--- src/rtl/gf180mcu_fd_sc_mcu7t5v0__aoi211_bist.sv ---
// ---------------------------------------------------------------------------
// gf180mcu_fd_sc_mcu7t5v0__aoi211_bist
//
// Built-in self-test driver/checker for the aoi211 standard cell. The block
// drives the cell inputs A1/A2/B/C through all 16 input combinations, holds
// each pattern for SETTLE_CYCLES cycles, then spends one CHECK cycle and
// compares the returned ZN against the golden function
//   ZN = ~((A1 & A2) | B | C)
// on the edge that ends CHECK. The run reports pass/fail, a saturating
// mismatch count and the index of the first failing pattern.
//
// Parameters:
//   SETTLE_CYCLES  cycles each pattern is held before its check cycle (>= 1)
//   ERR_W          width of the saturating mismatch counter
//
// Ports:
//   CLK       in   rising-edge clock
//   RST       in   synchronous active-high reset
//   START     in   single-cycle run request, honoured only in IDLE or DONE
//   ZN        in   output of the cell under test
//   A1,A2,B,C out  cell inputs = pattern index bits 3,2,1,0 (0 when quiescent)
//   BUSY      out  run in progress
//   DONE      out  run complete, held until next START or RST
//   PASS      out  DONE and no mismatches
//   ERR_CNT   out  mismatch count, saturates at all-ones
//   FAIL_VLD  out  sticky: at least one mismatch this run
//   FAIL_IDX  out  pattern index of the first mismatch (valid with FAIL_VLD)
//
// Optional feature macro: GF180MCU_FD_SC_MCU7T5V0__AOI211_BIST_XCHK_EN
//   Defined:   compare uses case-inequality, so X/Z on ZN is a mismatch
//              (meant for power-aware simulation of the cell model).
//   Undefined: compare uses logical inequality; only hard 0/1 errors count.
//              This is the synthesizable form.
// ---------------------------------------------------------------------------
module gf180mcu_fd_sc_mcu7t5v0__aoi211_bist #(
  parameter int SETTLE_CYCLES = 2,
  parameter int ERR_W         = 5
) (
  input  logic             CLK,
  input  logic             RST,
  input  logic             START,
  input  logic             ZN,
  output logic             A1,
  output logic             A2,
  output logic             B,
  output logic             C,
  output logic             BUSY,
  output logic             DONE,
  output logic             PASS,
  output logic [ERR_W-1:0] ERR_CNT,
  output logic             FAIL_VLD,
  output logic [3:0]       FAIL_IDX
);

  // The settle counter counts down from SETTLE_CYCLES-1 to 0, so it only
  // needs enough bits to hold SETTLE_CYCLES-1 (minimum one bit).
  localparam int CNT_W = (SETTLE_CYCLES > 1) ? $clog2(SETTLE_CYCLES) : 1;
  localparam logic [CNT_W-1:0] SETTLE_LOAD = CNT_W'(SETTLE_CYCLES - 1);
  localparam logic [ERR_W-1:0] ERR_MAX     = {ERR_W{1'b1}};
  localparam logic [3:0]       LAST_IDX    = 4'd15;

  typedef enum logic [1:0] {
    ST_IDLE,
    ST_SETTLE,
    ST_CHECK,
    ST_DONE
  } state_t;

  state_t           state;
  logic [3:0]       idx;
  logic [CNT_W-1:0] settle_cnt;

  logic             exp_zn;
  logic             mismatch;
  logic [ERR_W-1:0] err_cnt_nxt;

  // Golden response for the pattern currently on the cell inputs, the
  // mismatch decision, and the saturating next value of the error counter.
  always_comb begin
    exp_zn      = ~((idx[3] & idx[2]) | idx[1] | idx[0]);
`ifdef GF180MCU_FD_SC_MCU7T5V0__AOI211_BIST_XCHK_EN
    mismatch    = (ZN !== exp_zn);
`else
    mismatch    = (ZN != exp_zn);
`endif
    err_cnt_nxt = ERR_CNT;
    if (mismatch && (ERR_CNT != ERR_MAX)) begin
      err_cnt_nxt = ERR_CNT + ERR_W'(1);
    end
  end

  // Sequencer. All outputs are registered here; the pattern outputs are
  // loaded on the same edge that updates idx so the cell sees the new
  // pattern for the full SETTLE + CHECK window.
  always_ff @(posedge CLK) begin
    if (RST) begin
      state      <= ST_IDLE;
      idx        <= 4'd0;
      settle_cnt <= '0;
      A1         <= 1'b0;
      A2         <= 1'b0;
      B          <= 1'b0;
      C          <= 1'b0;
      BUSY       <= 1'b0;
      DONE       <= 1'b0;
      PASS       <= 1'b0;
      ERR_CNT    <= '0;
      FAIL_VLD   <= 1'b0;
      FAIL_IDX   <= 4'd0;
    end else begin
      case (state)
        ST_IDLE, ST_DONE: begin
          if (START) begin
            state      <= ST_SETTLE;
            idx        <= 4'd0;
            settle_cnt <= SETTLE_LOAD;
            {A1, A2, B, C} <= 4'd0;
            BUSY       <= 1'b1;
            DONE       <= 1'b0;
            PASS       <= 1'b0;
            ERR_CNT    <= '0;
            FAIL_VLD   <= 1'b0;
            FAIL_IDX   <= 4'd0;
          end
        end

        ST_SETTLE: begin
          if (settle_cnt == '0) begin
            state <= ST_CHECK;
          end else begin
            settle_cnt <= settle_cnt - CNT_W'(1);
          end
        end

        ST_CHECK: begin
          ERR_CNT <= err_cnt_nxt;
          if (mismatch && !FAIL_VLD) begin
            FAIL_IDX <= idx;
            FAIL_VLD <= 1'b1;
          end
          // Pattern 15 is terminal; idx never wraps within a run.
          if (idx != LAST_IDX) begin
            idx            <= idx + 4'd1;
            {A1, A2, B, C} <= idx + 4'd1;
            settle_cnt     <= SETTLE_LOAD;
            state          <= ST_SETTLE;
          end else begin
            state          <= ST_DONE;
            {A1, A2, B, C} <= 4'd0;
            BUSY           <= 1'b0;
            DONE           <= 1'b1;
            PASS           <= (err_cnt_nxt == '0);
          end
        end

        default: begin
          state <= ST_IDLE;
        end
      endcase
    end
  end

endmodule

--- config.mk ---
export PLATFORM = sky130hd
export DESIGN_NAME = gf180mcu_fd_sc_mcu7t5v0__aoi211_bist
export DESIGN_NICKNAME = d
export VERILOG_FILES = /design/src/rtl/gf180mcu_fd_sc_mcu7t5v0__aoi211_bist.sv
export SDC_FILE = /design/constraint.sdc
export NUM_CORES = 1
export LEC_CHECK = 0
export BUFFER_PORTS_ARGS = -buffer_cell sky130_fd_sc_hd__buf_4
export CAP_MARGIN = 20
export CORE_ASPECT_RATIO = 0.7
export CORE_MARGIN = 1
export CORE_UTILIZATION = 40
export CTS_CLUSTER_DIAMETER = 40
export DETAILED_ROUTE_END_ITERATION = 12
export GPL_TIMING_DRIVEN = 0
export PLACE_DENSITY_LB_ADDON = 0.2
export RECOVER_POWER = 50
export SKIP_CTS_REPAIR_TIMING = 1
export SYNTH_ARGS = -nofsm -noshare
export SYNTH_HDL_FRONTEND = slang
export SYNTH_SLANG_ARGS = --single-unit
--- constraint.sdc ---
create_clock -name CLK -period 4.21 [get_ports CLK]
set_input_delay 0.2105 -clock CLK [delete_from_list [all_inputs] [get_ports CLK]]
set_output_delay 0.2105 -clock CLK [all_outputs]
set_load 0.05 [all_outputs]
Yosys cells after proc, flatten, opt, wreduce, memory -nomap -nowiden
Cells that the tools add are included.

Bits in read-only memories: 0. Word-level logic and storage cells: 77. Memories kept: 0. Bits in writable memories: 0. Latch bits: 0. Bits in registers: 24.

Shift operators: 0. Multipliers: 0. Reduce and logical (&&, ||, !) cells: 13. $add $sub $neg: 3. Magnitude comparators: 0. Bitwise operators: 4. Divide/modulo/power cells: 0. Equality and inequality tests: 11. Multiplexer cells: 33.

Operator list (count): $pmux W1 S2 (8); $pmux W4 S2 (2); $mux W1 (12); $mux W4 (3); $mux W5 (2); $ne A2 B2 Y1 const B (5); $pmux W5 S2 (1); $reduce_and A3 Y1 (3); $mux W2 (3); $pmux W2 S3 (1); $reduce_and A2 Y1 (3); $add A5 B1 Y5 const B (1); $logic_not A5 Y1 (1); $ne A5 B5 Y1 const B (1); $add A4 B1 Y4 const B (1); $eq A2 B2 Y1 const B (2); $ne A4 B4 Y1 const B (1); $pmux W1 S3 (1); $eq A2 B1 Y1 const B (1); $logic_and A1 B1 Y1 (2); $logic_not A2 Y1 (1); $or A1 B1 Y1 (2); $reduce_bool A2 Y1 (1); $reduce_or A2 Y1 (1); other kinds (5) (5).

Logic depth before layout (Yosys ltp)
Gate-level depths: netlist (run 1).

Word-level depth: 10. Mapped depth: 8.

Worst setup path before layout (run 1)
OpenSTA, ideal clock, no wires.

Path type: register -> register. Start: reg ERR_CNT[0]. End: reg ERR_CNT[2]. Arrival: 2.272 ns. Setup time: 0.128 ns. Setup slack: 1.811 ns. Period minus slack after synthesis: 2.399 ns. Required time: 4.082 ns. Buffers on the path: 0. Stages on the path, launching flop included: 9. Cells stage by stage: dfxtp_1 > ha_1 > and3_1 > ha_1 > or3b_2 > mux2i_1 > o21ai_0 > a22oi_1 > nor2_1.

Cells in the longest elaborated chain, start to end: 4.

RTL lines: from (decl) (RTL line 50) `output logic [ERR_W-1:0] ERR_CNT,`; from (signal assigned) (RTL line 136) `ERR_CNT <= err_cnt_nxt;`; branches (longest 2 deep; another with $add A5 B1 Y5); $mux W5 * (RTL line 87) `if (mismatch && (ERR_CNT != ERR_MAX)) begin`; $pmux W5 S2 * (RTL line 111) `case (state)`.

Mark *: on every way between the ends. A chain may end at the register's enable or synchronous reset.

Worst setup path in the final report (run 1)
Ends and elaborated chain as after synthesis.

==> metrics.cfg, run 1 <==
[hold_path]
min_path_type=in2reg
hold_depth=4
holdPathEnd=PASS
hp-start=RST

[critical_path]
reg2reg_from=ERR_CNT[0]
crit_fanout=7
end_kind=flop
rrSetupSlack_ps=1810
rr_worst_depth=8
worst_ep_arrival_time_ps=2550
startpoint_type=flop
path_class=reg2reg
worstPathRequired_ps=4360
r2r-end=ERR_CNT[2]

[clocking]
cts_num_sinks=24
ctsRootBufferMaster=clkbuf_8
clock_latency_ps=270
clockBufferDepth=2
htree_levels=1
cts_tree=built
worst_setup_hold_path_clk_slew_ps=80
numCtsBuffers=3

[detailed_routing]
totalWireLength_mm=2.62
drc=0
drtIter0Drc=77
avgRoutedWirePerCell_um=13.0
vias=1116
postRouteAntennaNets=0
vias_per_cell=5.55
drt_pass1_iterations=4

[pwr]
pwr_density_cell_nw_per_um2=365
clkPwrFrac=0.405
power_switching_mw=0.127
p_sw_frac=0.251
leakage_nw=0.531
vdd_drop_max_mv=0.172
seqPwrFrac=0.468
power.internal_mw=0.380
comb_power_share=0.127

[timing]
fin_crit_sh=0.569
worst_pin_slew_ps=680
rsz0062_at_grt=false
fmax_ghz=0.417
hold_viol=0
setup_viol=0
min_period_ps=2400
setup_slack_ps=1810
tns_ps=0
clock_skew_ps=3.08
slew_viol_final=0
maxSlewHeadroom=0.543

[synth]
yosysSeqAreaShare=0.404
yosys_warnings=0
synth_area_leader_cell=dfxtp_1
yosysMostFrequentCell=dfxtp_1
synth_common_cells=24 x dfxtp_1, 20 x a21oi_1, 17 x nor2_1
async_flop_share=0
syn-num-nets=150
ys.flop_type=dfxtp_1
syn_area_per_cell_um2=8.43
synth.cell_area_um2=1190
synth_seq_cells=24
synthCells=141
synth.top_cell.area_share=0.404
synth_edf_count=0
yosys-top-cells-area=dfxtp_1 40%, a21oi_1 8.4%, nor2_1 5.4%, ha_1 5.3%, nand2_1 4.4%
synth.distinct_cells=33

[final_layout]
layout-drive-gt1-share=0.0788
stdcell_count=201
final_area_um2=1390
final_nets=175
n_antenna_cell=0
fin_util=0.496
syn2layout_area_growth_pct=17.1

[global_routing]
grt_pass1_vias=922
grt_max_degree=15
grtUsageMet1=0.257
top_usage_layer=met2
grt_usage=0.194
grt_pass1_wl_mm=4.45
grtUsageMet2=0.308
antenna_found_initial=0
grt_use_met3=0.0571
grt_overflow=0

[placed_design]
io_buffers=20
hpwl_mm=1.88
postPlaceCellArea_um2=1380
pre_cts_slack_ps=1840
dp.cells=197
place_congestion=0.861

[die]
die_x_um=67.2
die_area_um2=3200
rows=16
initial_core_util=0.424
core_um2=2800
die_h_um=47.6
io_pins=21

[run_status]
status=finished clean

[flow_run]
cap_violations=0

==> worst max-delay path by stage <==
stage	from	to	slack, ps	cells past startpoint
after floorplan	ERR_CNT[0]	ERR_CNT[2]	1810	8
after global routing	ERR_CNT[0]	ERR_CNT[2]	1670	8
after detailed placement	ERR_CNT[0]	ERR_CNT[2]	1840	8
after CTS	ERR_CNT[0]	ERR_CNT[2]	1810	8
after global placement	ERR_CNT[0]	ERR_CNT[2]	1850	8
final	ERR_CNT[0]	ERR_CNT[2]	1810	8
==> cell families after synthesis <==
group,after synthesis,synth area share
XOR/XNOR,2,0.0211
flip-flops,24,0.404
multiplexers,5,0.0432
AO/OA/AOI/OAI,46,0.244
buffers and inverters,9,0.0284
adder cells (fa/ha/maj),5,0.0526
AND/OR/NAND/NOR,50,0.206
==> stage by stage <==
step,power [mW],hold WS (ps)
4_1_cts,0.511,264
5_1_grt,0.527,294
3_3_place_gp,0.306,446
3_5_place_dp,0.308,453
6_report,0.507,264
2_1_floorplan,0.290,397
==> layer usage <==
layer	routed length, um	share of wire
met1	1160	0.44
met2	1210	0.46
met4	28	0.011
met5	0	0
met3	217	0.083
==> registers in the layout, indices dropped and copies added, names as in the netlist <==
signal	cells
ERR_CNT	5
FAIL_IDX	4
idx	4
state	2
A1	1
A2	1
B	1
BUSY	1
C	1
DONE	1
FAIL_VLD	1
PASS	1
settle_cnt	1
==> area by class of cell <==
type,instances,area (um2)
plain buffers,4,15.0
clock buffers,3,41.3
clock inverters,1,30.0
fillers,299,1410
inverters,5,18.8
multi-input cells,108,674
flip-flops and latches,24,480
well taps,36,45.0
repair buffers,20,86.3
==> critical path, stage by stage (launching register included) <==
cell and delay [ps]:
dfxtp_1 390, ha_1 250, and3_1 190, ha_1 280, or3b_2 470, mux2i_1 300, o21ai_0 120, a22oi_1 220
nor2_1 60
==> cell usage in the layout (no fill, tap or decap) <==
master | Yosys | layout
bufinv_16 | 0 | 1
a311oi_1 | 1 | 1
or3_1 | 1 | 1
and3_1 | 2 | 2
nand2_1 | 14 | 14
inv_1 | 5 | 5
o21ai_0 | 9 | 9
a21oi_1 | 20 | 20
nor2b_1 | 2 | 2
o31ai_1 | 2 | 2
nor3_1 | 4 | 4
a22oi_1 | 4 | 4
o21ai_1 | 1 | 1
nor3_4 | 1 | 1
dfxtp_1 | 24 | 24
buf_4 | 0 | 3
or3b_2 | 1 | 1
a41oi_1 | 1 | 1
a211oi_1 | 1 | 1
mux2i_1 | 4 | 4
nand2b_1 | 2 | 2
a211oi_4 | 1 | 1
nand3_1 | 4 | 4
buf_1 | 1 | 1
ha_1 | 5 | 5
a22o_1 | 4 | 4
nor4_2 | 1 | 1
a21boi_0 | 1 | 1
clkbuf_1 | 3 | 20
xor2_1 | 1 | 1
xnor2_2 | 1 | 1
a21o_1 | 1 | 1
clkbuf_8 | 0 | 3
nand3b_1 | 1 | 1
nor2_1 | 17 | 17
mux2_2 | 1 | 1
==> power by group through the flow <==
stage | Combinational (mW) | Clock, mW | Sequential, mW
2_1_floorplan | 0.0417 | 0 | 0.248
3_3_place_gp | 0.0641 | 0 | 0.242
3_5_place_dp | 0.0649 | 0 | 0.243
4_1_cts | 0.0652 | 0.208 | 0.238
5_1_grt | 0.0716 | 0.217 | 0.239
6_report | 0.0644 | 0.205 | 0.238
No activity file was read; power rests on OpenSTA's default activity.
==> inputs of run 2 (changes only) <==
--- a/config.mk
+++ b/config.mk
@@ -5,6 +5,7 @@
 export SDC_FILE = /design/constraint.sdc
 export NUM_CORES = 1
 export LEC_CHECK = 0
+export ABC_AREA = 1
 export BUFFER_PORTS_ARGS = -buffer_cell sky130_fd_sc_hd__buf_4
 export CAP_MARGIN = 20
 export CORE_ASPECT_RATIO = 0.7
==> constraint.sdc (replaced) <==
create_clock -name CLK -period 2.3 [get_ports CLK]
set_input_delay 0.115 -clock CLK [delete_from_list [all_inputs] [get_ports CLK]]
set_output_delay 0.115 -clock CLK [all_outputs]
set_load 0.05 [all_outputs]
==> run 2 against run 1 <==
Setup slack worse by 1400 ps. Synthesized cell count is 16% higher. Sequential share of layout area is 0.16 points higher. Global-route usage is 0.54 points lower. Via count is 0.45% higher. Die area is 2.1% higher. Critical endpoint is now PASS.
==> metrics.cfg, run 2 <==
[global_routing]
grt_pass1_wl_mm=4.34  ; -2.5%
grt_max_degree=13  ; -2
antenna_found_initial=0  ; unchanged
grt_overflow=0  ; unchanged
grt_usage=0.189  ; -0.00537
grt_pass1_vias=936  ; +1.5%

[timing]
maxSlewHeadroom=0.601  ; +0.0582
worst_pin_slew_ps=601  ; -78.6 ps
slew_viol_final=0  ; unchanged
min_period_ps=1890  ; -511 ps
setup_viol=0  ; unchanged
hold_viol=0  ; unchanged
clock_skew_ps=3.94  ; +0.858 ps
rsz0062_at_grt=false
tns_ps=0  ; unchanged
fin_crit_sh=0.820  ; +0.251
fmax_ghz=0.530  ; +27%

[placed_design]
io_buffers=20  ; unchanged
place_congestion=0.776  ; -9.9%
hpwl_mm=2.12  ; +13%
dp.cells=220  ; +12%

[final_layout]
final_nets=198  ; +13%
layout-drive-gt1-share=0.134  ; +0.0549
final_common_cell=nand2_1
n_antenna_cell=0  ; unchanged
regMostFlops=ERR_CNT
syn2layout_area_growth_pct=14.0
reg_top3=ERR_CNT x5, FAIL_IDX x4, idx x4
final_cell_mix=40 x nand2_1, 24 x dfxtp_1, 22 x a21oi_1
stdcell_count=223  ; +11%
largest_reg_flops=5  ; unchanged

[synth]
synth_area_leader_cell=dfxtp_1
synth_seq_cells=24  ; unchanged
yosysMostFrequentCell=nand2_1
synth.distinct_cells=30  ; -9.1%
synth.top_cell.area_share=0.395  ; -0.00874
syn_area_per_cell_um2=7.41  ; -12%
ys.flop_type=dfxtp_1
synth_common_cells=40 x nand2_1, 24 x dfxtp_1, 22 x a21oi_1
yosys_warnings=0  ; unchanged
yosysSeqAreaShare=0.395  ; -0.00874
syn-num-nets=173  ; +15%
synthCells=164  ; +16%
async_flop_share=0  ; unchanged
yosys-top-cells-area=dfxtp_1 40%, nand2_1 12%, a21oi_1 9.1%, ha_1 5.1%, inv_1 4.9%
synth_edf_count=0  ; unchanged
synth.cell_area_um2=1210  ; +2.2%

[critical_path]
worstPathRequired_ps=2500  ; -1860 ps
crit_slowest_cell=dfxtp_1
crit_path_cell_trace=inv_1 -> ha_1 -> inv_1 -> or2_0 -> o21ai_2 -> inv_4 -> o21ai_0 -> nand2_1 -> a21oi_2
worst_ep_arrival_time_ps=2080  ; -470 ps
startpoint_type=flop
crit_fanout=10  ; +3
end_kind=flop
path_common_cell=inv_1
path_class=reg2reg
rr_worst_depth=9  ; +1
critPathTopFamily=compound AO/OA/AOI/OAI gates
cp.depth=9  ; +1
cp_num_buf_inv=3  ; +3
critPathMaxStageDelay_ps=350  ; -120 ps

[clocking]
cts_num_sinks=24  ; unchanged
numCtsBuffers=3  ; unchanged
htree_levels=1  ; unchanged
clock_latency_ps=260  ; about the same
clockBufferDepth=2  ; unchanged
worst_setup_hold_path_clk_slew_ps=80  ; about the same
cts_tree=built
ctsRootBufferMaster=clkbuf_8

[die]
die_x_um=67.9  ; +1.1%
initial_core_util=0.427  ; +0.00327
rows=16  ; unchanged
die_h_um=48.1  ; +1.1%
die_area_um2=3270  ; +2.1%
io_pins=21  ; unchanged
core_um2=2840  ; +1.4%

[detailed_routing]
drtIter0Drc=50  ; -35%
vias=1121  ; +0.45%
vias_per_cell=5.03  ; -9.5%
drt_pass1_iterations=4  ; unchanged
avgRoutedWirePerCell_um=12.3  ; -5.9%
postRouteAntennaNets=0  ; unchanged
totalWireLength_mm=2.74  ; +4.4%
drc=0  ; unchanged

[hold_path]
min_path_type=in2reg
hold_depth=2  ; -2

[pwr]
leakage_nw=0.536  ; +0.96%
vdd_drop_max_mv=0.282  ; +63%
pwr_density_cell_nw_per_um2=575  ; +58%

[flow_run]
cap_violations=0  ; unchanged

[run_status]
status=finished clean

## run 2: changes by cell type after synthesis, sizes merged, moves of 5 or more
cell	delta
inv	+14
nand2	+33
nand3	+5
nand4	+8
nor2	-5
nor3	-5
o21ai	-5
## run 2: stage by stage
step	total power, mW	setup slack [ps]	utilization	cell area (um2)	hold WS (ps)
after global placement	0.568	540	0.496	1410	320
after detailed placement	0.574	467	0.496	1410	321
after global routing	0.845	191	0.487	1390	34.7
after floorplan	0.536	379	-	1210	184
after CTS	0.813	452	0.511	1450	42.2
final	0.797	415	0.487	1390	43.4
## run 2: final timing paths
kind                            slack, ps     endpoint   startpoint
worst max-delay path                  410         PASS     state[0]
worst min-delay path                   40  FAIL_IDX[1]          RST
worst max register to register        410         PASS     state[0]
worst min register to register        470  FAIL_IDX[1]  FAIL_IDX[1]
## run 2: routing by layer
| layer | wire length, um | global-route usage | vias up | share of wire |
|---|---|---|---|---|
| li1 | - | - | 587 | - |
| met1 | 1380 | 0.256 | 506 | 0.51 |
| met2 | 1180 | 0.293 | 26 | 0.43 |
| met3 | 163 | 0.0654 | 2 | 0.060 |
| met4 | 4 | 0.0417 | 0 | 0.0015 |
| met5 | 0 | 0 | - | 0 |
## run 2: kinds of logic (layout without fill, tap and decap cells)
| group | Yosys count | in the layout | synth area share |
|---|---|---|---|
| XOR/XNOR | 2 | 2 | 0.0144 |
| flip-flops | 24 | 24 | 0.395 |
| AO/OA/AOI/OAI | 32 | 32 | 0.150 |
| adder cells (fa/ha/maj) | 5 | 5 | 0.0515 |
| buffers and inverters | 23 | 46 | 0.0742 |
| AND/OR/NAND/NOR | 78 | 78 | 0.314 |
## run 2: cell type report
cell class | count | area, um2
fill | 320 | 1460
multi-input combinational | 117 | 642
sequential | 24 | 480
timing repair buffer | 20 | 86.3
inverter | 20 | 77.6
tap | 36 | 45.0
clock buffer | 3 | 41.3
buffer | 3 | 12.5
## run 2: where the power goes
part           internal, mW  switching (mW)  leakage, nW  total, mW
registers             0.425         0.00629        0.194      0.431
logic                0.0357          0.0905        0.320      0.126
clock network         0.117           0.123       0.0216      0.239
